### src/rtl/max_finder_4b_pkg.sv
// Shared types for the streaming running-maximum unit.
// Element width and element type used by the top and the comparator.
package max_finder_4b_pkg;
    localparam int DATA_W = 4;
    typedef logic [DATA_W-1:0] data_t;
endpackage

### src/rtl/max_finder_4b_if.sv
// Input element stream and output result stream of max_finder_4b.
// master drives elements and accepts results; slave is the finder.
interface max_finder_4b_if
    import max_finder_4b_pkg::*;
#(
    parameter int NUM_ELEMS = 8,
    localparam int IDX_W = $clog2(NUM_ELEMS)
) ();
    logic             in_val;
    logic             in_rdy;
    data_t            in_data;
    logic             out_val;
    logic             out_rdy;
    data_t            out_max;
    logic [IDX_W-1:0] out_idx;

    modport master (
        output in_val, in_data, out_rdy,
        input  in_rdy, out_val, out_max, out_idx
    );

    modport slave (
        input  in_val, in_data, out_rdy,
        output in_rdy, out_val, out_max, out_idx
    );
endinterface

### src/rtl/max_finder_4b_gt.sv
// Team 4-bit unsigned strict greater-than comparator.
// gt is high only when in0 is strictly larger than in1.
module GTComparator_4b_RTL
    import max_finder_4b_pkg::*;
(
    input  data_t in0,
    input  data_t in1,
    output logic  gt
);
    assign gt = in0 > in1;
endmodule

### src/rtl/max_finder_4b.sv
// Running maximum over a fixed-length frame of 4-bit elements.
// Reports the largest value and its earliest position after the last element.
module max_finder_4b
    import max_finder_4b_pkg::*;
#(
    parameter int NUM_ELEMS = 8,
    localparam int IDX_W = $clog2(NUM_ELEMS)
) (
    input logic            clk,
    input logic            rst,
    max_finder_4b_if.slave bus
);
    typedef enum logic {
        ACCUM = 1'b0,
        DONE  = 1'b1
    } state_t;

    localparam logic [IDX_W-1:0] LAST = IDX_W'(NUM_ELEMS - 1);

    state_t           state;
    logic [IDX_W-1:0] count;
    logic [IDX_W-1:0] idx_reg;
    data_t            max_reg;
    logic             gt;
    logic             take;

    GTComparator_4b_RTL u_gt (
        .in0 (bus.in_data),
        .in1 (max_reg),
        .gt  (gt)
    );

    // Readiness is masked by reset so nothing is offered while state is cleared
    assign bus.in_rdy  = rst && (state == ACCUM);
    assign bus.out_val = (state == DONE);
    assign bus.out_max = max_reg;
    assign bus.out_idx = idx_reg;
    assign take        = bus.in_val && bus.in_rdy;

    always_ff @(posedge clk) begin
        if (!rst) begin
            state   <= ACCUM;
            count   <= '0;
            max_reg <= '0;
            idx_reg <= '0;
        end else begin
            unique case (state)
                ACCUM: begin
                    if (take) begin
                        // Strict gt keeps the earliest index on ties
                        if (count == '0) begin
                            max_reg <= bus.in_data;
                            idx_reg <= '0;
                        end else if (gt) begin
                            max_reg <= bus.in_data;
                            idx_reg <= count;
                        end
                        if (count == LAST) begin
                            state <= DONE;
                            count <= '0;
                        end else begin
                            count <= count + 1'b1;
                        end
                    end
                end
                DONE: begin
                    if (bus.out_rdy) state <= ACCUM;
                end
                default: state <= ACCUM;
            endcase
        end
    end
endmodule
### src/flat_wrapper.sv
// flat-port wrapper written by rule: the top's interface ports become plain ports
module max_finder_4b_flat import max_finder_4b_pkg::*;
#(
    parameter int NUM_ELEMS = 8,
    localparam int IDX_W = $clog2(NUM_ELEMS)
)
  (clk, rst, bus_in_val, bus_in_data, bus_out_rdy, bus_in_rdy, bus_out_val, bus_out_max, bus_out_idx);
  max_finder_4b_if #(.NUM_ELEMS(NUM_ELEMS)) bus_i ();
  input logic clk;
  input logic rst;
  input wire logic [$bits(bus_i.in_val)-1:0] bus_in_val;
  input wire logic [$bits(bus_i.in_data)-1:0] bus_in_data;
  input wire logic [$bits(bus_i.out_rdy)-1:0] bus_out_rdy;
  output wire logic [$bits(bus_i.in_rdy)-1:0] bus_in_rdy;
  output wire logic [$bits(bus_i.out_val)-1:0] bus_out_val;
  output wire logic [$bits(bus_i.out_max)-1:0] bus_out_max;
  output wire logic [$bits(bus_i.out_idx)-1:0] bus_out_idx;
  assign bus_i.in_val = bus_in_val;
  assign bus_i.in_data = bus_in_data;
  assign bus_i.out_rdy = bus_out_rdy;
  assign bus_in_rdy = bus_i.in_rdy;
  assign bus_out_val = bus_i.out_val;
  assign bus_out_max = bus_i.out_max;
  assign bus_out_idx = bus_i.out_idx;
  max_finder_4b #(.NUM_ELEMS(NUM_ELEMS)) u_core (.clk(clk), .rst(rst), .bus(bus_i));
endmodule
### config.mk
export PLATFORM = sky130hd
export DESIGN_NAME = max_finder_4b_flat
export DESIGN_NICKNAME = d
export VERILOG_FILES = /design/src/rtl/max_finder_4b_pkg.sv /design/src/rtl/max_finder_4b_if.sv /design/src/rtl/max_finder_4b_gt.sv /design/src/rtl/max_finder_4b.sv /design/src/flat_wrapper.sv
export SDC_FILE = /design/constraint.sdc
export NUM_CORES = 1
export LEC_CHECK = 0
export BUFFER_PORTS_ARGS = -buffer_cell sky130_fd_sc_hd__clkbuf_2
export CORE_MARGIN = 4
export CORE_UTILIZATION = 44
export CTS_CLUSTER_SIZE = 16
export DETAILED_ROUTE_END_ITERATION = 6
export PLACE_DENSITY_LB_ADDON = 0.08
export REMOVE_ABC_BUFFERS = 1
export SLEW_MARGIN = 20
export SYNTH_ARGS = -nofsm -noshare
export SYNTH_HDL_FRONTEND = slang
export SYNTH_HIERARCHICAL = 1
export SYNTH_SLANG_ARGS = --single-unit
### constraint.sdc
create_clock -name clk -period 1.5 [get_ports clk]
set_clock_uncertainty 0.05 [all_clocks]
set_input_delay 0.3 -clock clk [delete_from_list [all_inputs] [get_ports clk]]
set_output_delay 0.3 -clock clk [all_outputs]
set_load 0.01 [all_outputs]
# Yosys cells after proc, flatten, opt, wreduce, memory -nomap -nowiden
# Index checks and enable logic that the tools add are counted.
dict set report classes {
  n_addsub 1
  n_lt_le_gt_ge 1
  n_eq_ne 1
  n_mux 9
  bitwise 1
  n_reduce_logical 6
}
# cell count
set ops {}
lappend ops {{$mux 3} 3}
lappend ops {{$mux 4} 2}
lappend ops {{$gt 4x4->1} 1}
lappend ops {{$add 3x1->3 const B} 1}
lappend ops {{$eq 3x3->1 const B} 1}
lappend ops {{$logic_not 3->1} 1}
lappend ops {{$mux 1} 3}
lappend ops {{$reduce_and 3->1} 1}
lappend ops {{$logic_and 1x1->1} 2}
lappend ops {{$pmux 1 s2} 1}
lappend ops {{$reduce_and 2->1} 1}
lappend ops {{$reduce_bool 2->1} 1}
lappend ops {{$not 1->1} 1}
dict set report totals {
  ff_bits 11
  input_bits 8
  output_inout_bits 9
  elab_cells 23
}

# Logic depth before layout (Yosys ltp)
# Gate-level depths: netlist of run 1.
dict set report logic_depth {
  word_depth 5
  ltp_mapped 7
  depth_no_buf 7
}

# Modules after synthesis
# The synthesis of run 1 kept the hierarchy.
# module instances cells_each area_each_um2 seq_area_each_um2
set modules_own_cells {}
lappend modules_own_cells {max_finder_4b 1 54 528.0 220.2}
lappend modules_own_cells {GTComparator_4b_RTL 1 13 98.8 0.0}

# Least setup slack after synthesis of run 1
# No wires, ideal clock.
dict set report synth_timing {
  path_type {reg-to-reg}
  start {reg u_core.max_reg[1], in the netlist u_core/bus.out_max[1]}
  end {reg u_core.idx_reg[0], in the netlist u_core/bus.out_idx[0]}
  setup_time_ps 72
  arrival_time_ps 1588
  t_required_ps 1378
  path_slack_ps -210
  path_stages_with_launch 8
  n_path_buf 0
  synth_period_minus_slack_ps 1710
  cell_sequence {dfxtp_1 > inv_1 > ha_1 > nor2b_1 > o211ai_1 > a21oi_1 > o211ai_4 > mux2i_1}
}
dict set report synth_via {
  elab_chain_len 3
}
# element line
set synth_rtl {}
lappend synth_rtl {{from (decl)} max_finder_4b.sv:23} ;# data_t max_reg;
lappend synth_rtl {{from (signal assigned)} max_finder_4b.sv:52} ;# max_reg <= bus.in_data;
lappend synth_rtl {{from (signal assigned)} max_finder_4b.sv:55} ;# max_reg <= bus.in_data;
lappend synth_rtl {{$gt 4x4->1} max_finder_4b_gt.sv:10} ;# assign gt = in0 > in1;
lappend synth_rtl {{named net u_core.gt} max_finder_4b.sv:24} ;# logic gt;
lappend synth_rtl {{$reduce_bool 2->1 (no line)} --}
lappend synth_rtl {{$reduce_and 3->1 (no line)} --}
lappend synth_rtl {{to (signal assigned)} max_finder_4b.sv:56} ;# idx_reg <= count;
lappend synth_rtl {{to (decl)} max_finder_4b.sv:22} ;# logic [IDX_W-1:0] idx_reg;
# The timed path passes the listed nets, and every way through them passes these cells.
# A chain may end at the register's enable or synchronous reset.

# Final worst setup path of run 1
dict set report layout_timing {
  start {reg u_core.max_reg[1], in the netlist u_core/bus.out_max[1]}
  end {reg u_core.max_reg[3], in the netlist u_core/bus.out_max[3]}
}
dict set report layout_via {
  elab_chain_len 3
}
# element line
set layout_rtl {}
lappend layout_rtl {{$gt 4x4->1} max_finder_4b_gt.sv:10}
lappend layout_rtl {{named net u_core.gt} max_finder_4b.sv:24}
lappend layout_rtl {{$reduce_bool 2->1 (no line)} --}
lappend layout_rtl {{$reduce_and 3->1 (no line)} --}
# The timed path passes the listed nets, and every way through them passes these cells.

==> out/metrics.csv, run 1 <==
metric;value;unit
Setup Viol. Count Final;7;
violated checks;negative setup slack;
CTS HTree Levels;1;
sequence of cells on the critical path;inv_2 -> ha_4 -> nor2b_4 -> o211ai_1 -> a21oi_2 -> o211ai_4 -> buf_6 -> mux2i_1;
status;complete, but fails checks;
sum of net half-perimeters after detailed placement;901;µm
Period minus WS final;1.63;ns
clock slew at the register clock pins of the worst setup and hold paths;0.07;ns
die area;0.00209;mm²
number of distinct library cells after synthesis;16;
number of max-slew violations in the final report;0;
antenna violations before repair;0;
proportion of synthesized chip area in sequential cells;35.1;%
Worst R2R Start;u_core/bus.out_max[1];
worst-path maximum fanout;5;
clock sink count;11;
Worst Setup Start Kind;flip-flop;
Initial DRC Count;0;
CTS tree;yes;
reg-to-reg setup timing slack;-0.13;ns
Hold Path Origin;bus_in_data[2];
worst-case hold path end point;u_core/bus.out_max[2];
maximum buffer depth of the clock tree;2;
sum of overflow across all layers after global routing;0;
first-pass GRT wire length;1980;µm
portion of synthesized cell area occupied by the leading cell type;35.1;%
synthesized area;627;µm²
post-layout net count;111;
Worst Hold Class;in2reg;
synthesized netlist cell count;67;
number of warnings printed during yosys synthesis;6;
data required time of the worst path;1.65;ns
Avg Cell Area, Syn;9.36;µm²
highest cell delay on the worst timing path;0.33;ns
effective utilization at floorplan;47.6;%
cell area power density;825;mW/mm²
Pleak;0.458;nW
Die H;45.7;µm
Power, Total;0.000710;W
final-report hold violation count;0;
crit end category;flip-flop;
critical path depth;8;
total negative slack;-0.695;ns
CORE AREA;0.00132;mm²
cells on worst reg2reg path;8;
WHS Path Cells;3;
routed length per instance;10.4;µm
transition time at the pin with the least slew margin;0.323;ns
predominant post-synthesis flop cell;sky130_fd_sc_hd__dfxtp_1;
mean number of vias per cell;4.59;
fill count;117;
Worst path top cell family by delay;compound AO/OA/AOI/OAI gates;
worst reg2reg endpoint;u_core/bus.out_max[3];
most area-consuming cells after synthesis;sky130_fd_sc_hd__dfxtp_1 (35%), sky130_fd_sc_hd__mux2i_1 (18%), sky130_fd_sc_hd__ha_1 (14%);
fraction of layout cells with a size suffix above 1;43.2;%
total detailed-routing wirelength;1140;µm
floorplan die width;45.7;µm
insertion delay of the later-clocked pin in the worst-skew pair;0.27;ns
Worst path slowest cell;sky130_fd_sc_hd__dfxtp_2;
number of buffers added to fix hold violations after cts;0;
min setup slack post-route;-0.128;ns
iteration count of the initial detailed-routing pass;1;
worst-case hold slack;0.207;ns
post-detailed-route count of antenna-violating nets;0;
most frequent cells after synthesis;sky130_fd_sc_hd__dfxtp_1 (11), sky130_fd_sc_hd__inv_1 (11), sky130_fd_sc_hd__mux2i_1 (11);
weighted congestion at the end of routability-driven global placement;0.684;
source of the critical timing path;u_core/bus.out_max[1];
signed area change from the synthesized netlist to the final layout;37.3;%
headroom to the max-slew limit;78.4;%
setup repair after global routing missed its margin;true;
post-synthesis async set-or-reset flop share;0;%
CP Data Arrival Time;1.78;ns
master cell of the clock root buffer;sky130_fd_sc_hd__clkbuf_4;
largest voltage drop on the vdd net;0.530;mV
reported max-cap violation count;0;
largest net degree at the start of global routing;8;
flop and latch count out of synthesis;11;
leading area contributor after synthesis;sky130_fd_sc_hd__dfxtp_1;
start-to-end type of the worst setup path;reg2reg;
share of the cycle needed by the critical path after routing;109;%
via count of the first global-routing pass;496;
maximum clock frequency;614;MHz
remaining routing DRC violations;0;
global-route usage over all layers;13.7;%
number of rows in the core area;13;
number of buffers created by CTS;3;
number of buffer and inverter stages on the critical path;2;
number of enable flip-flop cells after synthesis;0;
input/output buffers;16;
number of diodes;0;
number of top-level design ports;17;
vias post-DR;505;
[worst min-delay path, stage by stage]
cell and delay [ns]:
sky130_fd_sc_hd__clkbuf_2 0.09, sky130_fd_sc_hd__inv_1 0.04, sky130_fd_sc_hd__mux2i_1 0.05
[routing by layer]
metal	GRT usage, %	vias to the layer above	share of wire, %
met5	0	-	0
met4	5.11	0	0.87
met3	6.32	2	6.6
met2	21.4	11	45
met1	16.2	220	47
li1	-	272	-
[layout by cell type (no fill, tap or decap), drive strengths merged]
master  netlist  routed
a21oi         2       2
and2          1       1
and4          1       1
buf           2      10
clkbuf        0      19
clkinv        0       1
dfxtp        11      11
ha            7       7
inv          11      11
mux2i        11      11
nand2        10      10
nor2          1       1
nor2b         7       7
o211ai        2       2
or2b          1       1
[metrics by stage]
step	util [%]	worst slack, ns	cell area (µm²)	cells
2_1_floorplan	-	-0.210	611	65
3_3_place_gp	58.4	-0.298	769	104
3_5_place_dp	58.4	-0.311	769	104
4_1_cts	64.8	-0.134	853	110
5_1_grt	65.3	-0.221	861	110
6_report	65.3	-0.128	861	110
[cell families after synthesis]
family / synth area share, %
AO/OA/AOI/OAI: 6.19
flip-flops: 35.1
buffers and inverters: 9.18
adder cells (fa/ha/maj): 14.0
multiplexers: 17.6
AND/OR/NAND/NOR: 18.0
[cell type report]
cell class	instances	area (µm²)	area share [%]
clock buffers	3	22.5	2.62
clock inverters	1	5.00	0.581
inverters	11	41.3	4.80
multi-input cells	43	389	45.2
flip-flops and latches	11	221	25.7
well taps	15	18.8	2.18
repair buffers	26	163	18.9
[power breakdown]
group / total (W) / internal [W] / switching, W
Clock: 0.000196 / 0.0000986 / 0.0000977
Combinational: 0.000196 / 0.000106 / 0.0000897
Sequential: 0.000318 / 0.000310 / 0.00000865
Total: 0.000710 / 0.000514 / 0.000196
[how the worst max path moves through the flow]
stage / endpoint / slack [ns]
after CTS: u_core/bus.out_idx[2] / -0.13
after floorplan: u_core/bus.out_idx[0] / -0.21
after global routing: u_core/bus.out_idx[2] / -0.22
after global placement: u_core/bus.out_max[1] / -0.30
final: u_core/bus.out_max[3] / -0.13
after detailed placement: u_core/bus.out_max[1] / -0.31
[registers in the layout, indices dropped and copies added (netlist names)]
register,count
u_core/bus.out_max,4
u_core/bus.out_idx,3
u_core/count,3
u_core/bus.out_val,1
[what timing repair did]
item	in CTS	in global routing
pin swaps	4	4
gates cloned	0	0
buffers inserted	2	0
endpoints found under the setup margin	7	7
gates resized for setup	8	1
(Power assumes the default switching activity.)
==> run 2: changes to the inputs <==
--- a/config.mk
+++ b/config.mk
@@ -5,9 +5,10 @@
 export SDC_FILE = /design/constraint.sdc
 export NUM_CORES = 1
 export LEC_CHECK = 0
+export ABC_AREA = 1
 export BUFFER_PORTS_ARGS = -buffer_cell sky130_fd_sc_hd__clkbuf_2
 export CORE_MARGIN = 4
-export CORE_UTILIZATION = 44
+export CORE_UTILIZATION = 45
 export CTS_CLUSTER_SIZE = 16
 export DETAILED_ROUTE_END_ITERATION = 6
 export PLACE_DENSITY_LB_ADDON = 0.08
==> out/metrics.csv, run 2 <==
metric;value;unit;change
sum of overflow across all layers after global routing;0;;unchanged
Int Power;0.000546;W;+6.2%
Setup Viol. Count Final;0;;-7
Worst Hold Class;in2reg;;
number of buffer and inverter stages on the critical path;3;;+1
fraction of layout cells with a size suffix above 1;54.5;%;+11 points
highest cell delay on the worst timing path;0.35;ns;+0.02 ns
Worst Setup Start Kind;flip-flop;;
Synth Area in Adders;12.8;%;-1.2 points
number of buffers created by CTS;3;;unchanged
Avg Cell Area, Syn;7.37;µm²;-21%
iteration count of the initial detailed-routing pass;4;;+3
routed length per instance;9.60;µm;-7.7%
via count of the first global-routing pass;560;;+13%
most area-consuming cells after synthesis;sky130_fd_sc_hd__dfxtp_1 (32%), sky130_fd_sc_hd__ha_1 (13%), sky130_fd_sc_hd__nor2_2 (11%);;
first-pass GRT wire length;2250;µm;+14%
Pleak;0.500;nW;+9.2%
input/output buffers;16;;unchanged
flop and latch count out of synthesis;11;;unchanged
CTS HTree Levels;1;;unchanged
share of synthesized area spent on multiplexers;0;%;-18 points
leading cell type in the layout, fill and taps excluded;sky130_fd_sc_hd__clkbuf_2;;
maximum clock frequency;673;MHz;+9.5%
number of diodes;0;;unchanged
worst-path maximum fanout;7;;+2
worst reg2reg endpoint;u_core/bus.out_max[3];;
leading area contributor after synthesis;sky130_fd_sc_hd__dfxtp_1;;
Initial DRC Count;8;;+8
XOR/XNOR Fraction of Synth Area;0;%;unchanged
most frequent cell after synthesis;sky130_fd_sc_hd__nand2_1;;
master cell of the clock root buffer;sky130_fd_sc_hd__clkbuf_4;;
antenna violations before repair;0;;unchanged
sequence of cells on the critical path;inv_2 -> ha_4 -> nand2_1 -> nor2_2 -> a21oi_2 -> inv_2 -> nand2_4 -> nand2_4 -> clkinv_8 -> nor2_4 -> nor2_2;;
Placed Instances;130;;+25%
number of distinct library cells after synthesis;18;;+2
post-synthesis async set-or-reset flop share;0;%;unchanged
synthesized netlist cell count;93;;+39%
maximum buffer depth of the clock tree;2;;unchanged
Seq pwr share;40.5;%;-4.3 points
commonest non-fill, non-tap cells in the layout;sky130_fd_sc_hd__clkbuf_2 (16), sky130_fd_sc_hd__nand2_1 (14), sky130_fd_sc_hd__inv_1 (12);;
portion of synthesized cell area occupied by the leading cell type;32.1;%;-3.0 points
Worst R2R Start;u_core/bus.out_max[1];;
total detailed-routing wirelength;1310;µm;+14%
global-route usage over all layers;14.5;%;+0.85 points
crit end category;flip-flop;;
fill count;111;;-5.1%
finished layout cell area;968;µm²;+12%
number of warnings printed during yosys synthesis;6;;unchanged
sum of net half-perimeters after detailed placement;991;µm;+10%
effective utilization at floorplan;50.2;%;+2.6 points
sw frac;33.7;%;+6.1 points
proportion of synthesized chip area in sequential cells;32.1;%;-3.0 points
number of max-slew violations in the final report;0;;unchanged
mean number of vias per cell;4.51;;-1.7%
status;finished, final reports clean;;
CP Data Arrival Time;1.61;ns;-0.17 ns
WHS Path Cells;3;;unchanged
Worst path slowest cell;sky130_fd_sc_hd__dfxtp_2;;
Clk network pwr share;25.4;%;-2.2 points
transition time at the pin with the least slew margin;0.220;ns;-0.103 ns
clock sink count;11;;unchanged
number of rows in the core area;13;;unchanged
largest net degree at the start of global routing;12;;+4
start-to-end type of the worst setup path;reg2reg;;
insertion delay of the later-clocked pin in the worst-skew pair;0.27;ns;about the same
synthesized area;686;µm²;+9.4%
weighted congestion at the end of routability-driven global placement;0.766;;+12%
Period minus WS final;1.49;ns;-0.142 ns
Worst path top cell family by delay;simple AND/OR/NAND/NOR gates;;
final-report hold violation count;0;;unchanged
Die H;47.0;µm;+2.8%
predominant post-synthesis flop cell;sky130_fd_sc_hd__dfxtp_1;;
switching power;0.000277;W;+41%
headroom to the max-slew limit;85.3;%;+7.0 points
cells on worst reg2reg path;11;;+3
vias post-DR;614;;+22%
share of power burned in combinational logic;34.1;%;+6.5 points
setup repair after global routing missed its margin;true;;
post-layout net count;137;;+23%
signed area change from the synthesized netlist to the final layout;41.2;%;
clock slew at the register clock pins of the worst setup and hold paths;0.07;ns;about the same
data required time of the worst path;1.62;ns;-0.03 ns
worst-case hold path end point;u_core/bus.out_val;;
most frequent cells after synthesis;sky130_fd_sc_hd__nand2_1 (18), sky130_fd_sc_hd__inv_1 (17), sky130_fd_sc_hd__nor2_2 (12);;
die area;0.00221;mm²;+5.7%
post-detailed-route count of antenna-violating nets;0;;unchanged
cell area power density;850;mW/mm²;+3.0%
Hold Path Origin;bus_out_rdy;;
post-route insts no fill;136;;+24%
remaining routing DRC violations;0;;unchanged
share of the cycle needed by the critical path after routing;99.1;%;-9.4 points
number of top-level design ports;17;;unchanged
floorplan die width;47.0;µm;+2.8%
number of buffers added to fix hold violations after cts;0;;unchanged
CTS tree;yes;;
dominant combinational cell family by area after synthesis;simple AND/OR/NAND/NOR gates;;
largest voltage drop on the vdd net;0.530;mV;about the same
post-synthesis compound-gate area fraction;5.29;%;-0.90 points
flip-flop count of the largest register after layout;4;;unchanged
reg-to-reg setup timing slack;0.01;ns;+0.14 ns
Placed Instance Area;823;µm²;+7.0%
reported max-cap violation count;0;;unchanged
CORE AREA;0.00137;mm²;+3.7%
number of enable flip-flop cells after synthesis;0;;unchanged
simple-gate area share of the yosys netlist;35.6;%;+18 points
run 2: cell count changes after synthesis, moves of 3 or more:
cell	delta
sky130_fd_sc_hd__inv_1	+6
sky130_fd_sc_hd__inv_2	+3
sky130_fd_sc_hd__mux2i_1	-11
sky130_fd_sc_hd__nand2_1	+8
sky130_fd_sc_hd__nand3_1	+8
sky130_fd_sc_hd__nor2_2	+12
sky130_fd_sc_hd__nor2b_1	-6
run 2: how the worst max path moves through the flow:
stage                     startpoint                     to  cells past startpoint
2_1_floorplan  u_core/bus.out_max[3]  u_core/bus.out_max[0]                     12
3_3_place_gp          bus_in_data[1]  u_core/bus.out_max[0]                     12
3_5_place_dp          bus_in_data[1]  u_core/bus.out_max[0]                     12
4_1_cts        u_core/bus.out_max[2]  u_core/bus.out_max[2]                     11
5_1_grt        u_core/bus.out_max[1]  u_core/bus.out_idx[0]                     12
6_report       u_core/bus.out_max[1]  u_core/bus.out_max[3]                     11
run 2: stage by stage:
| step | total power (W) | setup TNS, ns | setup slack (ns) | hold slack (ns) | util (%) |
|---|---|---|---|---|---|
| after floorplan | 0.000478 | -0.282 | -0.0446 | 0.370 | - |
| after global placement | 0.000550 | -0.540 | -0.0962 | 0.410 | 60.3 |
| after detailed placement | 0.000553 | -0.771 | -0.119 | 0.417 | 60.3 |
| after CTS | 0.000821 | -0.00523 | -0.00523 | 0.273 | 69.5 |
| after global routing | 0.000890 | -0.454 | -0.104 | 0.291 | 70.9 |
| final | 0.000823 | 0 | 0.0139 | 0.282 | 70.9 |
run 2: layout make-up:
cell class              count  area (µm²)  share of cell area (%)
repair buffers             25         148                    15.2
clock buffers               4        26.3                    2.71
well taps                  15        18.8                    1.94
inverters                  21        91.3                    9.43
flip-flops and latches     11         224                    23.1
multi-input cells          60         460                    47.5
run 2: kinds of logic (layout without fill, tap and decap cells):
logic type,after synthesis,count (layout)
compound gates,7,7
fa+ha+maj,7,7
buf+inv,22,50
flops,11,11
simple gates,46,46
run 2: power groups by stage:
stage | clock (W) | sequential (W) | combinational, W
2_1_floorplan | 0 | 0.000346 | 0.000132
3_3_place_gp | 0 | 0.000336 | 0.000214
3_5_place_dp | 0 | 0.000337 | 0.000216
4_1_cts | 0.000220 | 0.000334 | 0.000267
5_1_grt | 0.000239 | 0.000337 | 0.000314
6_report | 0.000209 | 0.000334 | 0.000281
run 2: what timing repair did:
action / CTS / global route
cloned: 0 / 0
pin swaps: 4 / 4
buffers inserted: 1 / 1
setup endpoints to repair: 7 / 7
resized for setup: 20 / 6
run 2: worst reg2reg max path, cell delays in order (launching register included):
cell and delay, ns:
sky130_fd_sc_hd__dfxtp_2 0.35, sky130_fd_sc_hd__inv_2 0.04, sky130_fd_sc_hd__ha_4 0.26, sky130_fd_sc_hd__nand2_1 0.06
sky130_fd_sc_hd__nor2_2 0.12, sky130_fd_sc_hd__a21oi_2 0.04, sky130_fd_sc_hd__inv_2 0.06, sky130_fd_sc_hd__nand2_4 0.07
sky130_fd_sc_hd__nand2_4 0.11, sky130_fd_sc_hd__clkinv_8 0.09, sky130_fd_sc_hd__nor2_4 0.09, sky130_fd_sc_hd__nor2_2 0.04
run 2: layer usage:
metal | vias to the layer above | GRT usage, % | wire length, µm
li1 | 337 | - | -
met1 | 263 | 19.7 | 677
met2 | 11 | 20.3 | 535
met3 | 3 | 5.36 | 75
met4 | 0 | 6.63 | 17
met5 | - | 0 | 0
==> run 3: changes to the inputs <==
--- a/config.mk
+++ b/config.mk
@@ -5,10 +5,10 @@
 export SDC_FILE = /design/constraint.sdc
 export NUM_CORES = 1
 export LEC_CHECK = 0
-export ABC_AREA = 1
+export ABC_AREA = 0
 export BUFFER_PORTS_ARGS = -buffer_cell sky130_fd_sc_hd__clkbuf_2
 export CORE_MARGIN = 4
-export CORE_UTILIZATION = 45
+export CORE_UTILIZATION = 44
 export CTS_CLUSTER_SIZE = 16
 export DETAILED_ROUTE_END_ITERATION = 6
 export PLACE_DENSITY_LB_ADDON = 0.08
==> constraint.sdc (replaced) <==
create_clock -name clk -period 1.5 [get_ports clk]
set_clock_uncertainty 0.05 [all_clocks]
set_input_delay 0.3 -clock clk [delete_from_list [all_inputs] [get_ports clk]]
set_output_delay 0.3 -clock clk [all_outputs]
set_load 0.02 [all_outputs]
==> out/metrics.csv, run 3 (same netlist as run 1, synthesis figures left out) <==
metric;value;unit;change
vias post-DR;506;;-18%
sum of overflow across all layers after global routing;0;;unchanged
weighted congestion at the end of routability-driven global placement;0.706;;-7.9%
number of diodes;0;;unchanged
routed length per instance;10.9;µm;+13%
Setup Viol. Count Final;7;;+7
iteration count of the initial detailed-routing pass;2;;-2
signed area change from the synthesized netlist to the final layout;39.1;%;
number of buffers added to fix hold violations after cts;0;;unchanged
Worst Setup Start Kind;flip-flop;;
master cell of the clock root buffer;sky130_fd_sc_hd__clkbuf_4;;
data required time of the worst path;1.65;ns;+0.03 ns
cell area power density;850;mW/mm²;about the same
reg-to-reg setup timing slack;-0.19;ns;-0.20 ns
largest net degree at the start of global routing;10;;-2
first-pass GRT wire length;1950;µm;-13%
headroom to the max-slew limit;78.8;%;-6.5 points
worst-path maximum fanout;2;;-5
crit end category;flip-flop;;
sw frac;29.1;%;-4.5 points
worst reg2reg endpoint;u_core/bus.out_max[1];;
Worst Hold Class;in2reg;;
global-route usage over all layers;13.5;%;-1.0 points
Worst R2R Start;u_core/bus.out_max[1];;
total detailed-routing wirelength;1210;µm;-7.6%
switching power;0.000216;W;-22%
sum of net half-perimeters after detailed placement;926;µm;-6.6%
floorplan die width;45.7;µm;-2.7%
post-layout net count;112;;-18%
status;complete, but fails checks;;
CP Data Arrival Time;1.84;ns;+0.23 ns
antenna violations before repair;0;;unchanged
fraction of layout cells with a size suffix above 1;42.7;%;-12 points
insertion delay of the later-clocked pin in the worst-skew pair;0.27;ns;about the same
transition time at the pin with the least slew margin;0.316;ns;+0.0960 ns
remaining routing DRC violations;0;;unchanged
worst-case hold path end point;u_core/bus.out_max[2];;
sequence of cells on the critical path;inv_2 -> ha_4 -> nor2b_4 -> o211ai_1 -> a21oi_2 -> o211ai_4 -> buf_4 -> mux2i_1;;
highest cell delay on the worst timing path;0.33;ns;-0.02 ns
total negative slack;-1.26;ns;-1.26 ns
WHS Path Cells;3;;unchanged
Hold Path Origin;bus_in_data[2];;
effective utilization at floorplan;47.6;%;-2.6 points
CORE AREA;0.00132;mm²;-3.6%
Die H;45.7;µm;-2.7%
Worst path slowest cell;sky130_fd_sc_hd__dfxtp_2;;
Period minus WS final;1.69;ns;+0.205 ns
commonest non-fill, non-tap cells in the layout;sky130_fd_sc_hd__clkbuf_2 (16), sky130_fd_sc_hd__mux2i_1 (11);;
number of rows in the core area;13;;unchanged
share of the cycle needed by the critical path after routing;113;%;+14 points
Pleak;0.463;nW;-7.4%
Initial DRC Count;6;;-2
fill count;113;;+1.8%
number of buffers created by CTS;3;;unchanged
CTS tree;yes;;
reported max-cap violation count;0;;unchanged
post-detailed-route count of antenna-violating nets;0;;unchanged
largest voltage drop on the vdd net;0.421;mV;-21%
Clk network pwr share;27.9;%;+2.5 points
number of top-level design ports;17;;unchanged
via count of the first global-routing pass;464;;-17%
worst-case hold slack;0.212;ns;-0.0700 ns
maximum clock frequency;591;MHz;-12%
Worst path top cell family by delay;compound AO/OA/AOI/OAI gates;;
share of power burned in combinational logic;29.1;%;-5.0 points
final-report hold violation count;0;;unchanged
Placed Instance Area;769;µm²;-6.5%
Int Power;0.000525;W;-3.9%
maximum buffer depth of the clock tree;2;;unchanged
number of max-slew violations in the final report;0;;unchanged
leading cell type in the layout, fill and taps excluded;sky130_fd_sc_hd__clkbuf_2;;
finished layout cell area;872;µm²;-9.9%
Power, Total;0.000741;W;-10%
clock sink count;11;;unchanged
cells on worst reg2reg path;8;;-3
start-to-end type of the worst setup path;reg2reg;;
die area;0.00209;mm²;-5.4%
setup repair after global routing missed its margin;true;;
flip-flop count of the largest register after layout;4;;unchanged
CTS HTree Levels;1;;unchanged
clock slew at the register clock pins of the worst setup and hold paths;0.07;ns;about the same
Seq pwr share;43.0;%;+2.5 points
mean number of vias per cell;4.56;;+0.97%
min setup slack post-route;-0.191;ns;-0.205 ns
input/output buffers;16;;unchanged
violated checks;negative setup slack;;
number of buffer and inverter stages on the critical path;2;;-1
## run 3: cell count changes in the layout (fill, tap and decap cells not counted), sizes merged, moves of 2 or more
cell / previous run / this run
nor2b: 0 / 7
mux2i: 0 / 11
o21ai: 3 / 0
nand2: 21 / 10
o211ai: 0 / 2
nand3: 8 / 0
inv: 20 / 11
buf: 9 / 11
nor2: 16 / 1
## run 3: power by group through the flow
stage               Combinational (W)  Clock (W)  Sequential (W)
finish                       0.000216   0.000207        0.000319
detailed placement           0.000175          0        0.000324
floorplan                   0.0000851          0        0.000342
global route                 0.000238   0.000221        0.000321
global placement             0.000170          0        0.000324
CTS                          0.000194   0.000215        0.000319
## run 3: timing repair
item,in CTS,in global routing
cloned,0,0
setup endpoints to repair,7,7
setup buffers,2,1
gates resized for setup,4,4
endpoints found under the hold margin,0,0
pin swaps,4,4
## run 3: worst reg2reg max path, stage by stage, from the launching register on
cell and delay, ns:
sky130_fd_sc_hd__dfxtp_2 0.33, sky130_fd_sc_hd__inv_2 0.04, sky130_fd_sc_hd__ha_4 0.21, sky130_fd_sc_hd__nor2b_4 0.12, sky130_fd_sc_hd__o211ai_1 0.22, sky130_fd_sc_hd__a21oi_2 0.11, sky130_fd_sc_hd__o211ai_4 0.23, sky130_fd_sc_hd__buf_4 0.15
sky130_fd_sc_hd__mux2i_1 0.17
## run 3: layout make-up
| cell class | count | area [µm²] | share of cell area, % |
|---|---|---|---|
| flip-flops and latches | 11 | 221 | 25.4 |
| clock buffers | 4 | 26.3 | 3.01 |
| well taps | 15 | 18.8 | 2.15 |
| multi-input cells | 43 | 389 | 44.6 |
| inverters | 11 | 41.3 | 4.73 |
| repair buffers | 27 | 175 | 20.1 |
## run 3: metrics by stage
step / worst slack (ns) / instances / util [%]
2_1_floorplan: -0.290 / 65 / -
3_3_place_gp: -0.290 / 104 / 58.4
3_5_place_dp: -0.303 / 104 / 58.4
4_1_cts: -0.159 / 110 / 63.8
5_1_grt: -0.290 / 111 / 66.2
6_report: -0.191 / 111 / 66.2
## run 3: metal layers
| metal | vias to the layer above | global-route usage [%] | share of wire [%] |
|---|---|---|---|
| li1 | 271 | - | - |
| met1 | 219 | 16.2 | 49 |
| met2 | 12 | 19.2 | 42 |
| met3 | 4 | 6.32 | 7.2 |
| met4 | 0 | 8.52 | 1.7 |
| met5 | - | 0 | 0 |
## run 3: worst max path at each step
| stage | start | end | cells after the start |
|---|---|---|---|
| floorplan | u_core/bus.out_max[1] | u_core/bus.out_idx[0] | 7 |
| CTS | u_core/bus.out_max[1] | u_core/bus.out_idx[1] | 8 |
| detailed placement | bus_in_data[1] | u_core/bus.out_max[1] | 7 |
| finish | u_core/bus.out_max[1] | u_core/bus.out_max[1] | 8 |
| global route | u_core/bus.out_max[1] | u_core/bus.out_idx[1] | 8 |
| global placement | bus_in_data[1] | u_core/bus.out_max[1] | 7 |
